[config.mk]
export PLATFORM = sky130hd
export DESIGN_NAME = m3_commutation_sequencer
export DESIGN_NICKNAME = d
export VERILOG_FILES = /design/src/rtl/m3_commutation_sequencer.sv
export SDC_FILE = /design/constraint.sdc
export NUM_CORES = 1
export LEC_CHECK = 0
export CAP_MARGIN = 20
export CORE_MARGIN = 4
export CORE_UTILIZATION = 30
export CTS_CLUSTER_SIZE = 30
export DETAILED_ROUTE_END_ITERATION = 7
export GPL_TIMING_DRIVEN = 0
export PLACE_DENSITY_LB_ADDON = 0.3
export SETUP_SLACK_MARGIN = 0.5
export SLEW_MARGIN = 10
export SYNTH_ARGS = -nofsm -noshare
export SYNTH_HDL_FRONTEND = slang
export SYNTH_SLANG_ARGS = --single-unit
[constraint.sdc]
create_clock -name clkI -period 2.6 [get_ports clkI]
set_clock_uncertainty 0.15 [all_clocks]
set_input_delay 0.52 -clock clkI [delete_from_list [all_inputs] [get_ports clkI]]
set_output_delay 0.52 -clock clkI [all_outputs]
set_load 0.05 [all_outputs]
[src/rtl/m3_commutation_sequencer.sv]
// ---------------------------------------------------------------------------
// m3_commutation_sequencer
// Six-step trapezoidal commutation sequencer for the 3-phase motor path.
// Turns run/brake/direction controls, a step period and a PWM duty value into
// one 2-bit down1_up2 drive code per IRS2007S half-bridge:
//   0 = both switches off (float), 1 = low side on, 2 = high side on.
// The drive codes are registered and are computed from the state, step and
// timer values being loaded on the same edge. An input change therefore
// appears on the codes one clock later, and the codes line up with stepO and
// stateO.
// ---------------------------------------------------------------------------
module m3_commutation_sequencer #(
    parameter int PERIOD_W  = 16,
    parameter int PWM_W     = 8,
    parameter int ALIGN_CYC = 1000,
    parameter int DEAD_CYC  = 2
) (
    input  logic                clkI,
    input  logic                nRstI,
    input  logic                m3startI,
    input  logic                m3forceStopI,
    input  logic                m3invRotateI,
    input  logic [PERIOD_W-1:0] stepPeriodI,
    input  logic [PWM_W-1:0]    dutyI,
    output logic [1:0]          aDown1Up2O,
    output logic [1:0]          bDown1Up2O,
    output logic [1:0]          cDown1Up2O,
    output logic [2:0]          stepO,
    output logic [1:0]          stateO,
    output logic                stepTickO
);

    typedef enum logic [1:0] {
        ST_IDLE  = 2'd0,
        ST_ALIGN = 2'd1,
        ST_RUN   = 2'd2,
        ST_BRAKE = 2'd3
    } state_t;

    localparam int ALIGN_W = (ALIGN_CYC > 1) ? $clog2(ALIGN_CYC) : 1;
    localparam logic [ALIGN_W-1:0]  ALIGN_LAST  = ALIGN_W'(ALIGN_CYC - 1);
    localparam logic [PERIOD_W-1:0] DEAD_LEN    = PERIOD_W'(DEAD_CYC);
    // Shortest usable step: the dead gap plus two driven clocks.
    localparam logic [PERIOD_W-1:0] MIN_PERIOD  = PERIOD_W'(DEAD_CYC + 2);
    // A step always starts at timer 0, so it starts inside the gap whenever
    // a gap exists at all.
    localparam logic                GAP_AT_ZERO = (DEAD_CYC > 0) ? 1'b1 : 1'b0;

    localparam logic [1:0] CODE_FLOAT = 2'd0;
    localparam logic [1:0] CODE_LOW   = 2'd1;
    localparam logic [1:0] CODE_HIGH  = 2'd2;

    // Table pattern {A,B,C} for one step. The up phase is chopped by the PWM.
    // The down phase is held low. The remaining phase floats.
    function automatic logic [5:0] stepPattern(input logic [2:0] stp,
                                               input logic       pwmOn);
        logic [1:0] up;
        up = pwmOn ? CODE_HIGH : CODE_FLOAT;
        case (stp)
            3'd0:    stepPattern = {up,         CODE_LOW,   CODE_FLOAT};
            3'd1:    stepPattern = {up,         CODE_FLOAT, CODE_LOW};
            3'd2:    stepPattern = {CODE_FLOAT, up,         CODE_LOW};
            3'd3:    stepPattern = {CODE_LOW,   up,         CODE_FLOAT};
            3'd4:    stepPattern = {CODE_LOW,   CODE_FLOAT, up};
            3'd5:    stepPattern = {CODE_FLOAT, CODE_LOW,   up};
            default: stepPattern = {CODE_FLOAT, CODE_FLOAT, CODE_FLOAT};
        endcase
    endfunction

    // Next step index, modulo 6, in either rotation direction.
    function automatic logic [2:0] nextStepIdx(input logic [2:0] stp,
                                               input logic       rev);
        case (stp)
            3'd0:    nextStepIdx = rev ? 3'd5 : 3'd1;
            3'd1:    nextStepIdx = rev ? 3'd0 : 3'd2;
            3'd2:    nextStepIdx = rev ? 3'd1 : 3'd3;
            3'd3:    nextStepIdx = rev ? 3'd2 : 3'd4;
            3'd4:    nextStepIdx = rev ? 3'd3 : 3'd5;
            3'd5:    nextStepIdx = rev ? 3'd4 : 3'd0;
            default: nextStepIdx = 3'd0;
        endcase
    endfunction

    // Full drive code set {A,B,C} for the state/step/timer being entered.
    // Code 3 cannot come out of this function.
    function automatic logic [5:0] driveCodes(input state_t     st,
                                              input logic [2:0] stp,
                                              input logic       inGap,
                                              input logic       pwmOn);
        case (st)
            ST_IDLE:  driveCodes = {CODE_FLOAT, CODE_FLOAT, CODE_FLOAT};
            ST_ALIGN: driveCodes = stepPattern(3'd0, pwmOn);
            ST_RUN:   driveCodes = inGap ? {CODE_FLOAT, CODE_FLOAT, CODE_FLOAT}
                                         : stepPattern(stp, pwmOn);
            ST_BRAKE: driveCodes = {CODE_LOW, CODE_LOW, CODE_LOW};
            default:  driveCodes = {CODE_FLOAT, CODE_FLOAT, CODE_FLOAT};
        endcase
    endfunction

    state_t              state_r;
    logic [2:0]          step_r;
    logic [PERIOD_W-1:0] timer_r;
    logic [PERIOD_W-1:0] periodLat_r;
    logic [PWM_W-1:0]    pwmCnt_r;
    logic [ALIGN_W-1:0]  alignCnt_r;

    logic                pwmOn_s;
    logic [PERIOD_W-1:0] periodClamp_s;
    logic [PERIOD_W-1:0] timerInc_s;
    logic                gapInc_s;
    logic                stepLast_s;
    logic [2:0]          stepAdv_s;

    assign pwmOn_s       = (pwmCnt_r < dutyI);
    assign periodClamp_s = (stepPeriodI < MIN_PERIOD) ? MIN_PERIOD : stepPeriodI;
    assign timerInc_s    = timer_r + PERIOD_W'(1);
    assign gapInc_s      = (timerInc_s < DEAD_LEN);
    // periodLat_r is never below MIN_PERIOD while in RUN, so the subtraction
    // cannot wrap there.
    assign stepLast_s    = (timer_r == (periodLat_r - PERIOD_W'(1)));
    assign stepAdv_s     = nextStepIdx(step_r, m3invRotateI);

    // stepO and stateO come straight from their registers, so they line up
    // with the registered drive codes.
    assign stepO  = step_r;
    assign stateO = state_r;

    // Sequencer FSM: PWM counter, state/step/timer update, registered codes.
    always_ff @(posedge clkI or negedge nRstI) begin
        if (!nRstI) begin
            state_r     <= ST_IDLE;
            step_r      <= 3'd0;
            timer_r     <= {PERIOD_W{1'b0}};
            periodLat_r <= {PERIOD_W{1'b0}};
            pwmCnt_r    <= {PWM_W{1'b0}};
            alignCnt_r  <= {ALIGN_W{1'b0}};
            aDown1Up2O  <= CODE_FLOAT;
            bDown1Up2O  <= CODE_FLOAT;
            cDown1Up2O  <= CODE_FLOAT;
            stepTickO   <= 1'b0;
        end else begin
            pwmCnt_r  <= pwmCnt_r + PWM_W'(1);
            stepTickO <= 1'b0;
            if (m3forceStopI) begin
                // Brake overrides everything. The step is kept for reference.
                state_r <= ST_BRAKE;
                {aDown1Up2O, bDown1Up2O, cDown1Up2O} <=
                    driveCodes(ST_BRAKE, step_r, 1'b0, pwmOn_s);
            end else if (!m3startI || (state_r == ST_BRAKE)) begin
                // Coast. Leaving brake always passes through IDLE, even
                // when start is still asserted.
                state_r <= ST_IDLE;
                {aDown1Up2O, bDown1Up2O, cDown1Up2O} <=
                    driveCodes(ST_IDLE, step_r, 1'b0, pwmOn_s);
            end else begin
                case (state_r)
                    ST_IDLE: begin
                        state_r    <= ST_ALIGN;
                        step_r     <= 3'd0;
                        alignCnt_r <= {ALIGN_W{1'b0}};
                        {aDown1Up2O, bDown1Up2O, cDown1Up2O} <=
                            driveCodes(ST_ALIGN, 3'd0, 1'b0, pwmOn_s);
                    end
                    ST_ALIGN: begin
                        if (alignCnt_r == ALIGN_LAST) begin
                            state_r     <= ST_RUN;
                            timer_r     <= {PERIOD_W{1'b0}};
                            periodLat_r <= periodClamp_s;
                            {aDown1Up2O, bDown1Up2O, cDown1Up2O} <=
                                driveCodes(ST_RUN, step_r, GAP_AT_ZERO, pwmOn_s);
                        end else begin
                            alignCnt_r <= alignCnt_r + ALIGN_W'(1);
                            {aDown1Up2O, bDown1Up2O, cDown1Up2O} <=
                                driveCodes(ST_ALIGN, 3'd0, 1'b0, pwmOn_s);
                        end
                    end
                    ST_RUN: begin
                        if (stepLast_s) begin
                            // Step boundary: direction and period are sampled
                            // only here.
                            step_r      <= stepAdv_s;
                            timer_r     <= {PERIOD_W{1'b0}};
                            periodLat_r <= periodClamp_s;
                            stepTickO   <= 1'b1;
                            {aDown1Up2O, bDown1Up2O, cDown1Up2O} <=
                                driveCodes(ST_RUN, stepAdv_s, GAP_AT_ZERO, pwmOn_s);
                        end else begin
                            timer_r <= timerInc_s;
                            {aDown1Up2O, bDown1Up2O, cDown1Up2O} <=
                                driveCodes(ST_RUN, step_r, gapInc_s, pwmOn_s);
                        end
                    end
                    default: begin
                        state_r <= ST_IDLE;
                        {aDown1Up2O, bDown1Up2O, cDown1Up2O} <=
                            driveCodes(ST_IDLE, step_r, 1'b0, pwmOn_s);
                    end
                endcase
            end
        end
    end

endmodule

== Yosys cells after proc, flatten, opt, wreduce, memory -nomap -nowiden ==
Cells that the tools add are included.

* Word-level logic and storage cells: 89
* Bits of input ports: 29
* Bits in registers: 62

* Bitwise operators: 2
* Muxes and demuxes: 43
* Equal/unequal tests: 15
* Order comparisons: 3
* $add $sub $neg: 4
* Reduce and logical (&&, ||, !) cells: 12

{| class="wikitable"
|+ Operator list
! kind !! number
|-
| $mux 16 || 5
|-
| $pmux 16 s2 || 2
|-
| $pmux 6 s6 || 1
|-
| $mux 2 || 17
|-
| $pmux 10 s2 || 1
|-
| $pmux 2 s3 || 3
|-
| $pmux 3 s6 || 1
|-
| $add 16x1->16 const B || 1
|-
| $eq 16x16->1 || 1
|-
| $lt 16x2->1 const B || 1
|-
| $lt 16x3->1 const B || 1
|-
| $sub 16x1->16 const B || 1
|-
| $mux 3 || 5
|-
| $reduce_and 4->1 || 3
|-
| $add 10x1->10 const B || 1
|-
| $eq 10x10->1 const B || 1
|-
| $mux 10 || 1
|-
| $add 8x1->8 const B || 1
|-
| $lt 8x8->1 || 1
|-
| $eq 3x2->1 const B || 2
|-
| $eq 3x3->1 const B || 2
|-
| $mux 6 || 1
|-
| $ne 2x2->1 const B || 3
|-
| $pmux 3 s2 || 1
|-
| 14 further kinds || 22
|}

== Depth between registers and ports, before layout ==
* Depth in word-level cells: 8
* Gate-level depth with buffers: 11
* Depth with buffers taken out: 10

== Least setup slack after synthesis ==
No wires, ideal clock.

* Path type: register -> register
* Start: register periodLat_r[0]
* End: register periodLat_r[10]
* Cell stages (with the launch flop): 12
* Data required time: 2.325 ns
* Path buffers: 1
* Clock period less this slack: 2.802 ns
* Path slack: -0.202 ns
* Library setup time: 0.125 ns
* Arrival: 2.527 ns
* Cell sequence: dfrtp_1 -> inv_1 -> ha_1 -> nor3b_2 -> nand4b_1 -> or3_1 -> o311ai_1 -> o21a_4 -> a21oi_4 -> nor2_8 -> buf_12 -> mux2_4

* Cells in the longest elaborated chain, start to end: 4

{| class="wikitable"
|+ RTL lines
! what !! RTL line !! RTL
|-
| start: declaration || 103 || <nowiki>logic [PERIOD_W-1:0] periodLat_r;</nowiki>
|-
| start signal: assignment || 134 || <nowiki>periodLat_r <= {PERIOD_W{1'b0}};</nowiki>
|-
| start signal: assignment || 168 || <nowiki>periodLat_r <= periodClamp_s;</nowiki>
|-
| start signal: assignment || 183 || <nowiki>periodLat_r <= periodClamp_s;</nowiki>
|-
| $sub 16x1->16 || 120 || <nowiki>assign stepLast_s = (timer_r == (periodLat_r - PERIOD_W'(1)));</nowiki>
|-
| $eq 16x16->1 || 120 ||
|-
| $ne 2x2->1 (no line) || - ||
|-
| $reduce_and 5->1 (no line) || - ||
|}

No other way between the ends.
A chain may end at the register's enable or synchronous reset.

== Final worst setup path ==
* Start: register periodLat_r[1]
* End: register periodLat_r[14]

The elaborated chain is that of the path after synthesis.

==> load_flow_metrics.sql <==
INSERT INTO impl_metrics (metric_group, metric, value, unit) VALUES
('yosys', 'synth-warning-count', '0', ''),
('power', 'power.ir.vdd_worst', '0.000317', 'V'),
('floorplan', 'die_height', '124', 'um'),
('layout', 'layout.cells.most_common', 'dfrtp_1', ''),
('setup_path', 'cp_data_arrival_time', '3.00', 'ns'),
('yosys', 'synth.largest_area_cell', 'dfrtp_1', ''),
('setup_path', 'worst_setup_path_start_kind', 'flop', ''),
('yosys', 'syn_area_per_cell', '9.74', 'um2'),
('route', 'drc', '0', ''),
('setup_path', 'setup_crit_end_kind', 'flop', ''),
('yosys', 'netlist_top_cells_area', 'dfrtp_1 39%, xnor2_1 3.9%, ha_1 3.4%', ''),
('yosys', 'yosysUniqueCellTypes', '73', ''),
('sta', 'maxClockFrequency', '340', 'MHz'),
('run_status', 'failed_checks', 'setup timing', ''),
('global_route', 'initial_antenna_violation_count', '0', ''),
('sta', 'final.hold.worst_slack', '0.0360', 'ns'),
('floorplan', 'dieArea', '15300', 'um2'),
('route', 'first_pass_iters', '4', ''),
('sta', 'min_period', '2.94', 'ns'),
('sta', 'maxSlewHeadroom', '63.0', '%'),
('layout', 'layout_common_cells', '59 x dfrtp_1, 26 x buf_4, 25 x clkdlybuf4s50_1', ''),
('placement', 'gpl.final_weighted_congestion', '0.832', ''),
('cts', 'clockRootBuffer', 'clkbuf_16', ''),
('min_path', 'timing.hold.worst.class', 'input pin to async pin', ''),
('cts', 'clk_transition_reported_paths', '0.06', 'ns'),
('layout', 'fillerInstances', '1190', ''),
('cts', 'clockBufferDepth', '2', ''),
('setup_path', 'worst-r2r-cell-count', '12', ''),
('sta', 'final.setup.tns', '-9.83', 'ns'),
('sta', 'setup_viol_count_final', '41', ''),
('floorplan', 'rows', '41', ''),
('yosys', 'synth-adder-area-share', '3.43', '%'),
('sta', 'timing.final.max_slew_violations', '0', ''),
('yosys', 'synth.ff_latch_count', '62', ''),
('setup_path', 'timing.rr.end', 'periodLat_r[14]', ''),
('sta', 'finalCritPeriodShare', '113', '%'),
('power', 'total_leakage_power', '0.00251', 'uW'),
('run_status', 'status', 'complete, but fails checks', ''),
('setup_path', 'timing.rr.start', 'periodLat_r[1]', ''),
('yosys', 'syn-num-nets', '452', ''),
('yosys', 'netlist_area', '4010', 'um2'),
('layout', 'register_area', '1560', 'um2'),
('route', 'drt-initial-drc-count', '163', ''),
('route', 'route.detailed.vias_per_inst', '5.16', ''),
('placement', 'placement.setup.worst_slack', '-0.615', 'ns'),
('global_route', 'first_pass_grt_wire_length', '17500', 'um'),
('floorplan', 'die_span_x', '124', 'um'),
('setup_path', 'critical_path_peak_fanout', '5', ''),
('placement', 'buffer_ports.inserted', '40', ''),
('route', 'residual_antenna_violating_net_count_after_detailed_routing', '0', ''),
('yosys', 'synth_sequential_area_ratio', '38.7', '%'),
('cts', 'clkLatencyLatePin', '0.34', 'ns'),
('layout', 'drive_above_1_share', '31.1', '%'),
('cts', 'cts.hold.buffers_added', '0', ''),
('placement', 'hpwlAfterDp', '6910', 'um'),
('sta', 'setup_ws', '-0.337', 'ns'),
('cts', 'ctsHtreeMaxLevel', '3', ''),
('yosys', 'synth_flop_cell', 'dfrtp_1', ''),
('floorplan', 'core_area', '12900', 'um2'),
('layout', 'final_core_util', '44.9', '%'),
('sta', 'worst_pin_slew', '0.542', 'ns'),
('cts', 'numCtsBuffers', '9', ''),
('layout', 'area_growth_syn_to_layout', '44.0', '%'),
('setup_path', 'crit_required', '2.66', 'ns'),
('power', 'power_per_cell_area', '665', 'nW/um2'),
('yosys', 'synth_compound_gate_area_share', '16.3', '%'),
('sta', 'rsz0062_at_grt', 'true', ''),
('route', 'route.final.wire_length', '10800', 'um'),
('cts', 'cts_tree', 'done', ''),
('sta', 'final-hold-violation-count', '0', ''),
('layout', 'final_cell_area', '5780', 'um2');
stage by stage:
| stage | power (uW) | std cells |
|---|---|---|
| detailed placement | 2220 | 625 |
| global route | 4040 | 686 |
| global placement | 2190 | 624 |
| CTS | 3760 | 676 |
| finish | 3850 | 686 |
| floorplan | 1930 | 412 |
cells in the mapped netlist, drive strengths merged (13+ instances only):
library cell and instances:
xnor2 18, clkbuf 13, nor2 27, a21oi 18, mux2 15, xor2 15
nand3 19, o21ai 22, inv 20, nor4 16, nand2 29, dfrtp 62
cells by family after synthesis:
| logic type | after synthesis |
|---|---|
| xor+xnor | 33 |
| mux | 22 |
| buf+inv | 39 |
| compound gates | 89 |
| simple gates | 156 |
| fa+ha+maj | 11 |
| flops | 62 |
routing by layer:
| layer | up-vias | wire length (um) | global-route usage (%) |
|---|---|---|---|
| li1 | 1710 | - | - |
| met1 | 1772 | 4710 | 17.5 |
| met2 | 45 | 5620 | 25.2 |
| met3 | 15 | 263 | 3.09 |
| met4 | 0 | 216 | 6.71 |
| met5 | - | 0 | 0 |
how the worst max path moves through the flow:
stage                         from         endpoint  slack (ns)  depth (start not counted)
floorplan           periodLat_r[0]  periodLat_r[10]       -0.20                         11
global placement             nRstI      pwmCnt_r[0]       -1.30                          1
detailed placement        m3startI         stepO[2]       -0.62                          8
CTS                 periodLat_r[1]   periodLat_r[8]       -0.30                         12
global route        periodLat_r[1]  periodLat_r[14]       -0.43                         13
finish              periodLat_r[1]  periodLat_r[14]       -0.34                         12
final cells by class:
| cell class | count | area share (%) |
|---|---|---|
| flip-flops and latches | 62 | 26.9 |
| multi-input cells | 311 | 45.1 |
| repair buffers | 86 | 14.6 |
| inverters | 20 | 1.30 |
| plain buffers | 19 | 2.29 |
| clock buffers | 9 | 3.90 |
| well taps | 172 | 3.72 |
| clock inverters | 7 | 2.12 |
state kept, by name, summed over array words and instances, names as in the netlist:
register / cells
periodLat_r: 16
timer_r: 16
alignCnt_r: 10
pwmCnt_r: 8
stepO: 3
aDown1Up2O: 2
bDown1Up2O: 2
cDown1Up2O: 2
stateO: 2
stepTickO: 1
critical path, cell delays in order (launching register included):
cell and delay, ns:
dfrtp_1 0.40, inv_2 0.09, ha_4 0.13, or3b_4 0.40, o31ai_4 0.27, o21ai_1 0.10, a31o_1 0.20, and4_4 0.20
a21oi_4 0.25, nor2_8 0.06, buf_12 0.14, buf_12 0.12, mux2_4 0.29
repair_timing:
action	CTS	global route
pin swaps	21	28
resized for setup	75	38
buffers inserted	33	10
gates cloned	2	0
endpoints found under the setup margin	63	52
power breakdown:
group	switching (uW)	internal [uW]	leakage [uW]
Combinational	598	558	0.00155
Sequential	193	1090	0.000792
Clock	466	939	0.000162
(Power assumes the default switching activity.)
==> RTL edit 1: new RTL, config.mk and constraints unchanged <==
Register the inputs `m3startI`, `m3forceStopI`, `m3invRotateI`, `stepPeriodI` and `dutyI` before use, without a reset. The logic sees them one clock later.
--- a/src/rtl/m3_commutation_sequencer.sv
+++ b/src/rtl/m3_commutation_sequencer.sv
@@ -52,2 +52,16 @@
 
+    logic m3startI_q;
+    logic m3forceStopI_q;
+    logic m3invRotateI_q;
+    logic [PERIOD_W-1:0] stepPeriodI_q;
+    logic [PWM_W-1:0] dutyI_q;
+
+    always_ff @(posedge clkI) begin
+        m3startI_q     <= m3startI;
+        m3forceStopI_q <= m3forceStopI;
+        m3invRotateI_q <= m3invRotateI;
+        stepPeriodI_q  <= stepPeriodI;
+        dutyI_q        <= dutyI;
+    end
+
     // Table pattern {A,B,C} for one step. The up phase is chopped by the PWM.
@@ -113,4 +127,4 @@
 
-    assign pwmOn_s       = (pwmCnt_r < dutyI);
-    assign periodClamp_s = (stepPeriodI < MIN_PERIOD) ? MIN_PERIOD : stepPeriodI;
+    assign pwmOn_s       = (pwmCnt_r < dutyI_q);
+    assign periodClamp_s = (stepPeriodI_q < MIN_PERIOD) ? MIN_PERIOD : stepPeriodI_q;
     assign timerInc_s    = timer_r + PERIOD_W'(1);
@@ -120,3 +134,3 @@
     assign stepLast_s    = (timer_r == (periodLat_r - PERIOD_W'(1)));
-    assign stepAdv_s     = nextStepIdx(step_r, m3invRotateI);
+    assign stepAdv_s     = nextStepIdx(step_r, m3invRotateI_q);
 
@@ -143,3 +157,3 @@
             stepTickO <= 1'b0;
-            if (m3forceStopI) begin
+            if (m3forceStopI_q) begin
                 // Brake overrides everything. The step is kept for reference.
@@ -148,3 +162,3 @@
                     driveCodes(ST_BRAKE, step_r, 1'b0, pwmOn_s);
-            end else if (!m3startI || (state_r == ST_BRAKE)) begin
+            end else if (!m3startI_q || (state_r == ST_BRAKE)) begin
                 // Coast. Leaving brake always passes through IDLE, even
Function: changed (Yosys sat finds a counterexample within 4 cycles, from zero or initial values and one cycle with nRstI low).
==> RTL edit 1 against the original RTL <==
The run still ends with negative setup slack left. Sequential cell count is 27 higher. Via count is 3.1% higher. Power is 4.6% higher. Synthesized area is 13% higher. Routed wire length is 3.9% lower. Worst setup slack worse by 0.55 ns. Sequential share of layout area is 8.2 points higher. Design area is 3.2% higher. Final cell count is 5.2% higher. Critical endpoint is now timer_r[9]$_DFFE_PN0P_. Largest cell class unchanged.
==> RTL edit 1: results (changes against the original RTL) <==
Yosys
  – FFs w/ async S/R, synth: 0.697 (-0.303)
  – Main area contributors after synthesis: dfrtp_1, dfxtp_1, xnor2_1, a22o_1, ha_1
  – Cells after synthesis: 457 (+11%)
  – Synth unique cells: 64 (-12%)
  – Syn_nets: 497 (+10%)
  – Post-synth top cells: dfrtp_1, nand2_1, nor2_1
  – Post-synthesis sequential area ratio: 0.460 (+0.0733)

Layout
  – Share of cells above drive strength 1: 0.180 (-0.131)
  – Nonclk inv count: 15 (-25%)
  – Non-clk bufs: 92 (-12%)
  – Final #Nets: 573 (+4.4%)
  – Seq_cells: 89 (+44%)
  – Seq/total area: 0.351 (+0.0817)
  – Multi-input gate share of total cell area: 0.414 (-0.0371)
  – Clk tree area frac: 0.0533 (-0.00693)
  – Clk_buf instances: 13 (+4)
  – Largest regs: periodLat_r x16, stepPeriodI_q x16, timer_r x16
  – Layout filler cell count: 1,401 (+18%)
  – #MultiIn Comb: 326 (+4.8%)
  – Buffer share of cell area: 0.134 (-0.0355)

Power
  – Worst ir drop on vdd: 0.290 mV (-8.4%)
  – Power Total: 4.02 mW (+4.6%)
  – Lkg Pwr: 2.45 nW (-2.3%)
  – Part of the power in registers: 0.409 (+0.075)
  – Combinational power share: 0.249 (-0.052)
  – Sw frac: 0.302 (-0.0247)
  – Total power per unit cell area: 674 mW/mm^2 (+1.4%)

Critical path
  – RR Endpoint: timer_r[9]$_DFFE_PN0P_
  – CP max stage delay: 0.53 ns (+0.13 ns)
  – Crit path arrival time: 3.61 ns (+0.61 ns)
  – Worst Setup SP: periodLat_r[0]$_DFFE_PN0P_
  – Crit-path leading delay family: simple AND/OR/NAND/NOR gates
  – Peak fanout along the critical path: 6 (+1)
  – Worst-case reg-to-reg path depth: 14 (+2)
  – Slowest-stage cell, CP: or4b_4

Placement
  – Pre-CTS setup slack: -1.30 ns (-0.686 ns)
  – Detail Placement HPWL: 7.11 mm (+2.9%)
  – Cell Area, Placed: 0.00520 sq mm (+11%)
  – Cell count after placement: 681 (+9.0%)
  – Routability congestion estimate: 0.841 (+1.1%)

Run status
  – Failing checks: negative setup slack
  – Outcome: finished, violations left

Global route
  – Grt met3 use: 0.0233 (-0.00756)
  – GRT Total Usage: 0.122 (-0.0247)
  – Met2 Use GR: 0.199 (-0.0534)
  – First-pass GRT wire length: 17.5 mm (about the same)
  – Met1 GRT Util: 0.161 (-0.0132)
  – Vias in the first global route: 3,641 (+2.3%)

STA
  – Final setup fails: 42 (+2.4%)
  – TNS Setup: -33.53 ns (-23.71 ns)
  – Setup ws final: -0.884 ns (-0.547 ns)
  – Hold Vio Cnt, Final: 0 (unchanged)
  – WHS: 0.113 ns (+0.0773 ns)
  – Worst Tran Pin Value: 0.795 ns (+0.253 ns)

Floorplanning
  – Die X-Extent: 131 microns (+6.0%)

Route
  – Drt first pass iters: 5 (+1)
  – Routed WL: 10.4 mm (-3.9%)
  – Via/cell ratio: 5.06 (-2.1%)
  – DR WL/cell: 14.4 microns (-8.7%)
  – Initial DRC count: 240 (+47%)
==> RTL edit 1: cell types whose count changed in the layout (fill, tap and decap cells not counted), sizes merged, moves of 6 or more <==
cell,delta
dfxtp,+27
buf,-19
a21oi,-13
clkbuf,+9
nand3,-9
nor3,+7
xnor2,+7
and3,+6
nor2b,+6
==> RTL edit 1: kinds of logic (layout without fill, tap and decap cells) <==
kind of cell | after synthesis | after routing | synth area share
mux | 20 | 20 | 0.0547
buf+inv | 42 | 123 | 0.0396
flops | 89 | 89 | 0.460
fa+ha+maj | 11 | 11 | 0.0303
compound gates | 88 | 88 | 0.144
simple gates | 172 | 172 | 0.204
xor+xnor | 35 | 35 | 0.0674
==> RTL edit 1: timing repair <==
action	4_1_cts	5_1_grt
pin swaps	16	14
setup endpoints to repair	55	42
setup buffers	21	1
resized for setup	52	22
cloned	3	0
==> RTL edit 1: metal layers <==
metal	wire, microns	share of wire
met5	0	0
met2	4960	0.48
met1	4950	0.48
met4	200	0.019
met3	290	0.028
==> RTL edit 2: new RTL, same flow settings <==
Without the edit above. Set the parameter `ALIGN_CYC` to 2000 (it was 1000).
--- a/src/rtl/m3_commutation_sequencer.sv
+++ b/src/rtl/m3_commutation_sequencer.sv
@@ -14,3 +14,3 @@
     parameter int PWM_W     = 8,
-    parameter int ALIGN_CYC = 1000,
+    parameter int ALIGN_CYC = 2000,
     parameter int DEAD_CYC  = 2
Formal check against the unedited RTL: same outputs for any inputs over 10 cycles, from zero or initial values and one cycle with nRstI low; that may be too few to reach the edited logic, so the function may still have changed.
==> RTL edit 2 against the original RTL <==
The flow still finishes with violations (negative setup slack). Worst hold slack gained 0.086 ns. Synthesized area is 1.6% lower. Routed wire length fell by 9.4%. Non-clock buffer count down 17. Sequential cell count rose by 1. Design area down 7.3%. Worst setup slack lost 0.30 ns. Power shrank 2.9%. Critical path type unchanged. Critical endpoint is now periodLat_r[9]$_DFFE_PN0P_. Largest cell class unchanged. Highest routed layer unchanged.
==> RTL edit 2: results (changes against the original RTL) <==
Run status
  – Outcome: finished, violations left
  – Failing checks: negative setup slack

Global route
  – Vias in the first global route: 3,325 (-6.6%)
  – Met1 GRT Util: 0.182 (+0.00792)
  – Largest net degree at the start of global routing: 64 (+1.6%)
  – First-pass GRT wire length: 16.2 mm (-7.7%)
  – Grt met3 use: 0.0267 (-0.00415)
  – Met2 Use GR: 0.216 (-0.0362)
  – GRT Total Usage: 0.136 (-0.0108)

Layout
  – Nonclk inv count: 17 (-15%)
  – Multi-input gate share of total cell area: 0.444 (-0.00719)
  – #MultiIn Comb: 318 (+2.3%)
  – Clk_buf instances: 11 (+2)
  – Share of cells above drive strength 1: 0.201 (-0.110)
  – FF+latch area: 0.00158 sq mm (+1.5%)
  – Final core utilization: 0.420 (-0.0292)
  – Non-clk bufs: 88 (-16%)
  – Layout filler cell count: 1,212 (+1.8%)
  – Buffer share of cell area: 0.143 (-0.0265)
  – Final #Nets: 537 (-2.2%)
  – Clk tree area frac: 0.0665 (+0.00634)
  – Largest regs: periodLat_r x16, timer_r x16, alignCnt_r x11

Route
  – Drt first pass iters: 6 (+2)
  – Via/cell ratio: 5.05 (-2.2%)
  – Routed WL: 9.81 mm (-9.4%)
  – Initial DRC count: 144 (-12%)

Power
  – Lkg Pwr: 2.34 nW (-6.9%)
  – Total power per unit cell area: 696 mW/mm^2 (+4.7%)
  – Worst ir drop on vdd: 0.314 mV (-0.93%)
  – Clock share of power: 0.383 (+0.018)
  – Part of the power in registers: 0.338 (+0.004)
  – Power Internal: 2.60 mW (+0.36%)

Placement
  – Cell count after placement: 632 (+1.1%)
  – Detail Placement HPWL: 6.60 mm (-4.4%)
  – Pre-CTS setup slack: -0.886 ns (-0.270 ns)
  – Routability congestion estimate: 0.802 (-3.6%)

STA
  – Setup ws final: -0.641 ns (-0.304 ns)
  – WHS: 0.121 ns (+0.0855 ns)
  – Final setup fails: 42 (+2.4%)
  – Slew margin rel.: 0.458 (-0.171)
  – TNS Setup: -23.18 ns (-13.35 ns)

Critical path
  – Crit-path leading delay family: simple AND/OR/NAND/NOR gates
  – Worst-case reg-to-reg path depth: 10 (-2)
  – Slowest-stage cell, CP: or4b_4
  – Internal reg-to-reg setup slack: -0.64 ns (-0.30 ns)
  – CP max stage delay: 0.52 ns (+0.12 ns)
  – Peak fanout along the critical path: 8 (+3)
  – Worst Setup SP: periodLat_r[4]$_DFFE_PN0P_
  – RR Endpoint: periodLat_r[9]$_DFFE_PN0P_
  – Crit path arrival time: 3.31 ns (+0.31 ns)

Yosys
  – Yosys reg bits: 63 (+1.6%)
  – Post-synth top cells: dfrtp_1, nor2_1, nand2_1
  – FFs w/ async S/R, synth: 1.00 (unchanged)
  – Syn_nets: 460 (+1.8%)
  – Post-synthesis sequential area ratio: 0.399 (+0.0126)
  – Cells after synthesis: 420 (+1.9%)
  – Synth unique cells: 56 (-23%)
  – Main area contributors after synthesis: dfrtp_1, xnor2_1, xor2_1, a22o_1, ha_1

Clock network
  – Setup bufs post-CTS: 20 (-39%)
  – CTS resizes: 53 (-29%)
[RTL edit 2: changes by cell type after synthesis, moves of 6 or more]
cell	unedited run	this run
o21ai_1	8	1
a21oi_1	16	9
nand2b_1	6	14
nor2_1	26	32
o21ai_0	14	20
[RTL edit 2: worst reg2reg max path: cells and delay by family, from the launching register on]
kind	cells	cell delay [ns]
AND/OR/NAND/NOR	4	1.44
AO/OA/AOI/OAI	3	0.52
flip-flops	1	0.45
multiplexers	1	0.30
buffers and inverters	2	0.26
[RTL edit 2: cell families after synthesis]
family	Yosys count	synth area share
AND/OR/NAND/NOR	169	0.234
flip-flops	63	0.399
XOR/XNOR	36	0.0798
multiplexers	20	0.0624
AO/OA/AOI/OAI	82	0.144
adder cells (fa/ha/maj)	11	0.0349
buffers and inverters	39	0.0456
[RTL edit 2: routing by layer]
layer / vias to the layer above / share of wire
met5: - / 0
met4: 0 / 0.012
met3: 10 / 0.043
met2: 54 / 0.47
met1: 1649 / 0.48
li1: 1690 / -
